<file path="config.mk">
export PLATFORM = sky130hd
export DESIGN_NAME = delay_arbiter
export DESIGN_NICKNAME = d
export VERILOG_FILES = /design/src/rtl/delay_arbiter.sv
export SDC_FILE = /design/constraint.sdc
export NUM_CORES = 1
export LEC_CHECK = 0
export ABC_AREA = 1
export CAP_MARGIN = 40
export CORE_MARGIN = 4
export CORE_UTILIZATION = 52
export DETAILED_ROUTE_END_ITERATION = 8
export HOLD_SLACK_MARGIN = 0.05
export PLACE_DENSITY_LB_ADDON = 0.05
export SYNTH_ARGS = -nofsm -noshare
export SYNTH_HDL_FRONTEND = slang
export SYNTH_SLANG_ARGS = --single-unit
</file>
<file path="constraint.sdc">
create_clock -name clk -period 2.4 [get_ports clk]
set_clock_uncertainty 0.2 [all_clocks]
set_input_delay 0.48 -clock clk [delete_from_list [all_inputs] [get_ports clk]]
set_output_delay 0.48 -clock clk [all_outputs]
set_load 0.05 [all_outputs]
</file>
<file path="src/rtl/delay_arbiter.sv">
`default_nettype none
// ============================================================================
// Module      : delay_arbiter
// Description : Round-robin arbiter sharing one prescaled delay timer among
//               three requesters; Moore outputs, all registered.
// Revision    : 1.0 - initial release
// ============================================================================
module delay_arbiter #(
  parameter int N_REQ    = 3,
  parameter int PRESCALE = 19,
  parameter int CNT_W    = 8
) (
  input  logic                   clk,
  input  logic                   rst_n,
  input  logic [N_REQ-1:0]       req_i,
  input  logic [N_REQ*CNT_W-1:0] dly_i,
  output logic [N_REQ-1:0]       gnt_o,
  output logic [N_REQ-1:0]       done_o,
  output logic                   busy_o,
  output logic                   tick_o
);

  localparam int                 IDX_W      = 2;
  localparam logic [IDX_W-1:0]   C_LAST_IDX = IDX_W'(N_REQ - 1);
  localparam logic [7:0]         C_PS_MAX   = 8'(PRESCALE - 1);
  localparam logic [CNT_W-1:0]   C_REM_ONE  = CNT_W'(1);

  typedef enum logic [1:0] {
    S_IDLE = 2'd0,
    S_LOAD = 2'd1,
    S_RUN  = 2'd2,
    S_DONE = 2'd3
  } state_t;

  state_t             state_q, state_d;
  logic [IDX_W-1:0]   win_q,   win_d;
  logic [IDX_W-1:0]   last_q,  last_d;
  logic [CNT_W-1:0]   rem_q,   rem_d;
  logic [7:0]         pcnt_q,  pcnt_d;
  logic [N_REQ-1:0]   gnt_q,   gnt_d;
  logic [N_REQ-1:0]   done_q,  done_d;
  logic               busy_q,  busy_d;
  logic               tick_q,  tick_d;

  logic               pick_found;
  logic [IDX_W-1:0]   pick_idx;
  logic [IDX_W-1:0]   cand;
  logic [CNT_W-1:0]   dly_sel;

  // Search starts one past the last served index and wraps around.
  always_comb begin
    pick_found = 1'b0;
    pick_idx   = last_q;
    cand       = last_q;
    for (int k = 0; k < N_REQ; k++) begin
      cand = (cand == C_LAST_IDX) ? '0 : cand + IDX_W'(1);
      if (!pick_found && req_i[cand]) begin
        pick_found = 1'b1;
        pick_idx   = cand;
      end
    end
  end

  always_comb begin
    dly_sel = '0;
    for (int i = 0; i < N_REQ; i++) begin
      if (win_q == IDX_W'(i)) begin
        dly_sel = dly_i[i*CNT_W +: CNT_W];
      end
    end
  end

  always_comb begin
    state_d = state_q;
    win_d   = win_q;
    last_d  = last_q;
    rem_d   = rem_q;
    pcnt_d  = pcnt_q;

    case (state_q)
      S_IDLE: begin
        pcnt_d = '0;
        if (pick_found) begin
          win_d   = pick_idx;
          state_d = S_LOAD;
        end
      end
      S_LOAD: begin
        rem_d   = dly_sel;
        pcnt_d  = '0;
        state_d = (dly_sel == '0) ? S_DONE : S_RUN;
      end
      S_RUN: begin
        if (pcnt_q == C_PS_MAX) begin
          pcnt_d = '0;
          rem_d  = rem_q - C_REM_ONE;
          if (rem_q == C_REM_ONE) begin
            state_d = S_DONE;
          end
        end else begin
          pcnt_d = pcnt_q + 8'd1;
        end
      end
      S_DONE: begin
        pcnt_d  = '0;
        last_d  = win_q;
        state_d = S_IDLE;
      end
      default: begin
        state_d = S_IDLE;
      end
    endcase

    // Outputs are computed from next-state values so the flops present
    // them in the same cycle the FSM occupies the corresponding state.
    busy_d = (state_d != S_IDLE);
    tick_d = (state_d == S_RUN) && (pcnt_d == C_PS_MAX);
    for (int i = 0; i < N_REQ; i++) begin
      gnt_d[i]  = (state_d != S_IDLE) && (win_d == IDX_W'(i));
      done_d[i] = (state_d == S_DONE) && (win_d == IDX_W'(i));
    end
  end

  always_ff @(posedge clk or negedge rst_n) begin
    if (!rst_n) begin
      state_q <= S_IDLE;
      win_q   <= '0;
      last_q  <= C_LAST_IDX;
      rem_q   <= '0;
      pcnt_q  <= '0;
      gnt_q   <= '0;
      done_q  <= '0;
      busy_q  <= 1'b0;
      tick_q  <= 1'b0;
    end else begin
      state_q <= state_d;
      win_q   <= win_d;
      last_q  <= last_d;
      rem_q   <= rem_d;
      pcnt_q  <= pcnt_d;
      gnt_q   <= gnt_d;
      done_q  <= done_d;
      busy_q  <= busy_d;
      tick_q  <= tick_d;
    end
  end

  assign gnt_o  = gnt_q;
  assign done_o = done_q;
  assign busy_o = busy_q;
  assign tick_o = tick_q;

endmodule
`default_nettype wire

</file>
After elaboration in Yosys (flattened, before gate mapping) --
Cells that the tools add are included.
Operators by class: add/subtract/negate cells 5, $mul 0, div/mod/pow operators 0, magnitude comparators 3, equal/unequal tests 16, shift-type cells 0, muxes and demuxes 29, bitwise logic cells 0, reduce and logical (&&, ||, !) cells 19
Operators by type and width (count):
- $mux 8 | 5
- $pmux 8 s2 | 2
- $mux 2 | 11
- $eq 2x2->1 const B | 9
- $eq 8x5->1 const B | 2
- $logic_and 1x1->1 | 9
- $lt 2x3->1 const B | 3
- $add 8x1->8 const B | 1
- $eq 8x1->1 const B | 1
- $logic_not 8->1 | 1
- $pmux 2 s4 | 1
- $sub 8x1->8 const B | 1
- $mux 1 | 7
- $add 2x1->2 const B | 3
- $bmux 1 s2 | 3
- $eq 2x1->1 const B | 3
- $logic_not 2->1 | 3
- $reduce_bool 2->1 | 2
- $reduce_or 3->1 | 1
- $logic_not 1->1 | 2
- $ne 2x2->1 const B | 1
- $reduce_and 2->1 | 1
Word-level totals: bits in registers 30, bits in latches 0, RAM bits 0, ROM bits 0, input port bits 29, output and inout port bits 8, word-level logic and storage cells 81, memories 0

Depth between registers and ports, before layout --
depth in word-level cells 15, depth in mapped cells 13, depth with buffers taken out 12

Least setup slack after synthesis --
OpenSTA, ideal clock, no wires.
path kind register to register, start point register state_q[0], end point register rem_q[7], library setup time 0.123 ns, data arrival time 1.446 ns, required time 2.077 ns, path slack 0.631 ns, stages on the path, launching flop included 9, path buffers 2, period minus slack after synthesis 1.769 ns, cell sequence dfrtp_1 -> inv_1 -> ha_1 -> clkbuf_2 -> inv_1 -> clkbuf_1 -> a21oi_1 -> o21ai_0 -> nand2_1
Between the ends: cells in the longest elaborated chain, start to end 3, elaborated cells between the ends (all ways) 6, those cells by class eq/ne: 3; mux: 1; reduce/logical: 2
Ends and longest elaborated chain:
- start, declared | line 35 | state_t state_q, state_d;
- start signal, assigned | line 136 | state_q <= state_d;
- $eq 2x2->1 or $eq 2x1->1 (tied branches) | line 80 | case (state_q)
- $ne 2x2->1 (no source line) or $reduce_bool 2->1 (tied branches)
- $reduce_and 2->1 (no source line)
- end signal, assigned | line 139 | rem_q <= rem_d;
- end, declared | line 38 | logic [CNT_W-1:0] rem_q, rem_d;
Several ways; a longest one is shown, not always the timed one. A chain may end at the register's enable or synchronous reset.

Worst setup path after layout --
start point register done_q[1], in the netlist done_o[1], end point output port done_o[1]
RTL lines:
- start, declared | line 41 | logic [N_REQ-1:0] done_q, done_d;
- start signal, assigned | line 142 | done_q <= done_d;
- end, declared | line 18 | output logic [N_REQ-1:0] done_o,
No word-level cell between the ends.

==> run metrics <==
RSZ-0062 raised after global routing false; Synth Area in Adders 0.0575; simple-gate portion of the synthesized area 0.340; crit path DAT approximately 1.5 ns; Die Ht 69.4 µm; post-route non-filler standard cell count 353; Tot GR Track Use 0.187; largest net degree at the start of global routing 31; main combinational cell family by area after synthesis simple AND/OR/NAND/NOR gates; Ant. Diodes 0; overall power 0.00293 W; hpwl dp around 3300 µm; placed insts 345; Rows 22; CP peak stage delay 0.82 ns; layout net count 342; top post-synthesis cells by area dfrtp_1 37%, nand2_1 9.6%, nand3_1 7.9%; DRT Wirelength 4160 µm; Worst Path Max Fanout 1; Clock Path Buffers 2; clock tree sinks 30; CTS Buf Count 5; multi-input logic area 0.00104 mm²; Yosys cell types 32; area share of the largest cell type after synthesis 0.370; antenna violations before repair 0; Syn. warnings 0; clock-pin transition on the worst setup and hold timing paths approximately 0.060 ns; GRT Residual Overflow 0; leakage 1.17 nW; layout cells sized above 1 0.115; Seq/Total Area, Yosys 0.384; fmax around 470 MHz; root buf cell clkbuf_8; core box area 0.00366 mm²; io pins 37; H-tree levels 2; routed len/inst 11.8 µm; CP Class reg2out; ANT nets after route 0; PortBufs 36; DR DRC count 0; Die W 69.4 µm; post-place setup slack 0.236 ns; status finished clean; Mapped Cells 263; Area Overhead vs Synth 25.7%; slack of the critical path 0.265 ns; average size of a mapped cell between 7 and 8 µm²; Compound-Gate Fraction of Synth Area 0.102; CP Cell Sequence clkdlybuf4s50_1; vias in the first global route 1632; hold path startpoint pcnt_q[0]$_DFF_PN0_; Worst VDD drop 0.723 mV; setup violators final 0; cts hold-fix bufs 0; filler cell count in the final layout ~330; post-synthesis mux area share 0; post-CTS setup buffer count 0; vias per cell 5.04; fin. max-slew vios 0; first-pass GRT wire length 7420 µm; TNS Setup 0 ns; GPL Wtd Cong 0.843; mapped cell area 0.00196 mm²; Setup crit end kind primary output; Initial DRC Count 81; CTS resizes 0; period utilization 0.890; Worst Hold Class reg2reg; Slew HR 0.651; CP max-delay cell clkdlybuf4s50_1; min cycle time layout 2.14 ns; Sequential Area 752 µm²; CP delay by family, top buffers and inverters; Yosys top cell by area dfrtp_1; Worst EP required 1.72 ns; Synthesized Nets approximately 300; PD cells 1190 mW/mm²; Buf/Inv on CP 1; XOR/XNOR Fraction of Synth Area 0.0313; Fin. Hold Viols 0; number of synthesized register bits 30; initial core utilization 0.535; crit path from done_o[1]$_DFF_PN0_; die area approximately 0.0048 mm²; Clock Latency Late Sink between 0.2 and 0.3 ns; drt first pass iters 4; critical path launch point type register; FF-to-FF Start win_q[1]$_DFF_PN0_; Finished Core Util 0.673; Slew @ Worst Pin 0.522 ns; Via Count between 1500 and 2000; TritonCTS clock tree done; maximum capacitance violations 0
## final timing paths
kind	end	slack, ns	depth (start not counted)
setup / recovery	done_o[1]	0.26	1
hold / removal	pcnt_q[0]$_DFF_PN0_	0.33	1
setup reg to reg	done_o[2]$_DFF_PN0_	0.44	10
hold reg to reg	pcnt_q[0]$_DFF_PN0_	0.33	1
max in group asynchronous	last_q[1]$_DFFE_PN1N_	1.29	2
min in group asynchronous	rem_q[3]$_DFFE_PN0P_	0.39	2
## area by class of cell
cell class | instances | area share
well taps | 48 | 0.0244
multi-input cells | 194 | 0.423
inverters | 35 | 0.0564
flip-flops and latches | 30 | 0.305
repair buffers | 38 | 0.152
clock buffers | 6 | 0.0335
clock inverters | 2 | 0.00508
## routing by layer
metal	vias to the layer above	track usage	wire, µm
met5	-	0	0
met4	0	0.0542	48
met1	803	0.251	1940
met3	6	0.0464	183
li1	930	-	-
met2	39	0.300	1990
## synth_stat cells
master / count
a21oi_1: 12
clkbuf_2: 1
o21bai_1: 1
nor3b_1: 1
dfstp_2: 1
clkbuf_1: 1
xnor2_1: 1
and3_1: 2
nand3_4: 1
nand2_2: 7
o21ai_0: 15
nor2_2: 4
nor2_1: 37
buf_6: 1
buf_4: 1
nor3_1: 2
nand4_1: 3
inv_1: 30
o22ai_1: 1
o21ai_2: 1
nand3_1: 31
ha_1: 9
dfrtp_1: 29
inv_4: 3
o211ai_1: 1
a22o_1: 1
xor2_1: 6
o21ai_1: 2
nand2_1: 50
o21ai_4: 1
inv_2: 2
nand3_2: 5
## cell families (layout without fill, tap and decap cells)
group                      after synthesis  in the layout
xor gates and xnor gates                 7              7
adders and majority gates                9              9
and+or+nand+nor                        143            143
buffers and inverters                   39             81
AOI/OAI and AO/OA                       35             35
DFF                                     30             30
## per-stage QoR
step	instance area, µm²	hold slack (ns)
3_3_place_gp	2370	0.312
4_1_cts	2460	0.329
5_1_grt	2460	0.363
2_1_floorplan	1960	-0.0156
3_5_place_dp	2370	0.315
6_report	2460	0.330
## sequential cells by signal (all words and copies together), names as in the netlist
register  cells
state_q       2
last_q        2
win_q         2
tick_o        1
busy_o        1
pcnt_q        8
gnt_o         3
rem_q         8
done_o        3
## power breakdown
| group | total (W) | internal, W | switching (W) | leakage (nW) |
|---|---|---|---|---|
| combinational | 0.00165 | 0.000591 | 0.00106 | 0.732 |
| sequential | 0.000860 | 0.000690 | 0.000170 | 0.386 |
| clock | 0.000418 | 0.000230 | 0.000188 | 0.0472 |
## placed cells by master (no fill, tap or decap)
master | synthesis | final
clkinvlp_4 | 0 | 1
inv_4 | 3 | 3
a22o_1 | 1 | 1
clkinv_2 | 0 | 1
nor3_1 | 2 | 2
nor2_1 | 37 | 37
o21ai_1 | 2 | 2
o21ai_4 | 1 | 1
nand4_1 | 3 | 3
nand2_2 | 7 | 7
nand3_4 | 1 | 1
inv_1 | 30 | 30
o21bai_1 | 1 | 1
clkdlybuf4s50_1 | 0 | 36
a21oi_1 | 12 | 12
nand3_1 | 31 | 31
nor2_2 | 4 | 4
buf_4 | 1 | 2
o21ai_2 | 1 | 1
dfrtp_1 | 29 | 29
clkbuf_8 | 0 | 6
nand2_1 | 50 | 50
and3_1 | 2 | 2
o22ai_1 | 1 | 1
dfstp_2 | 1 | 1
o211ai_1 | 1 | 1
inv_2 | 2 | 2
nand3_2 | 5 | 5
ha_1 | 9 | 9
nor3b_1 | 1 | 1
xor2_1 | 6 | 6
o21ai_0 | 15 | 15
xnor2_1 | 1 | 1
(Power assumes the default switching activity.)
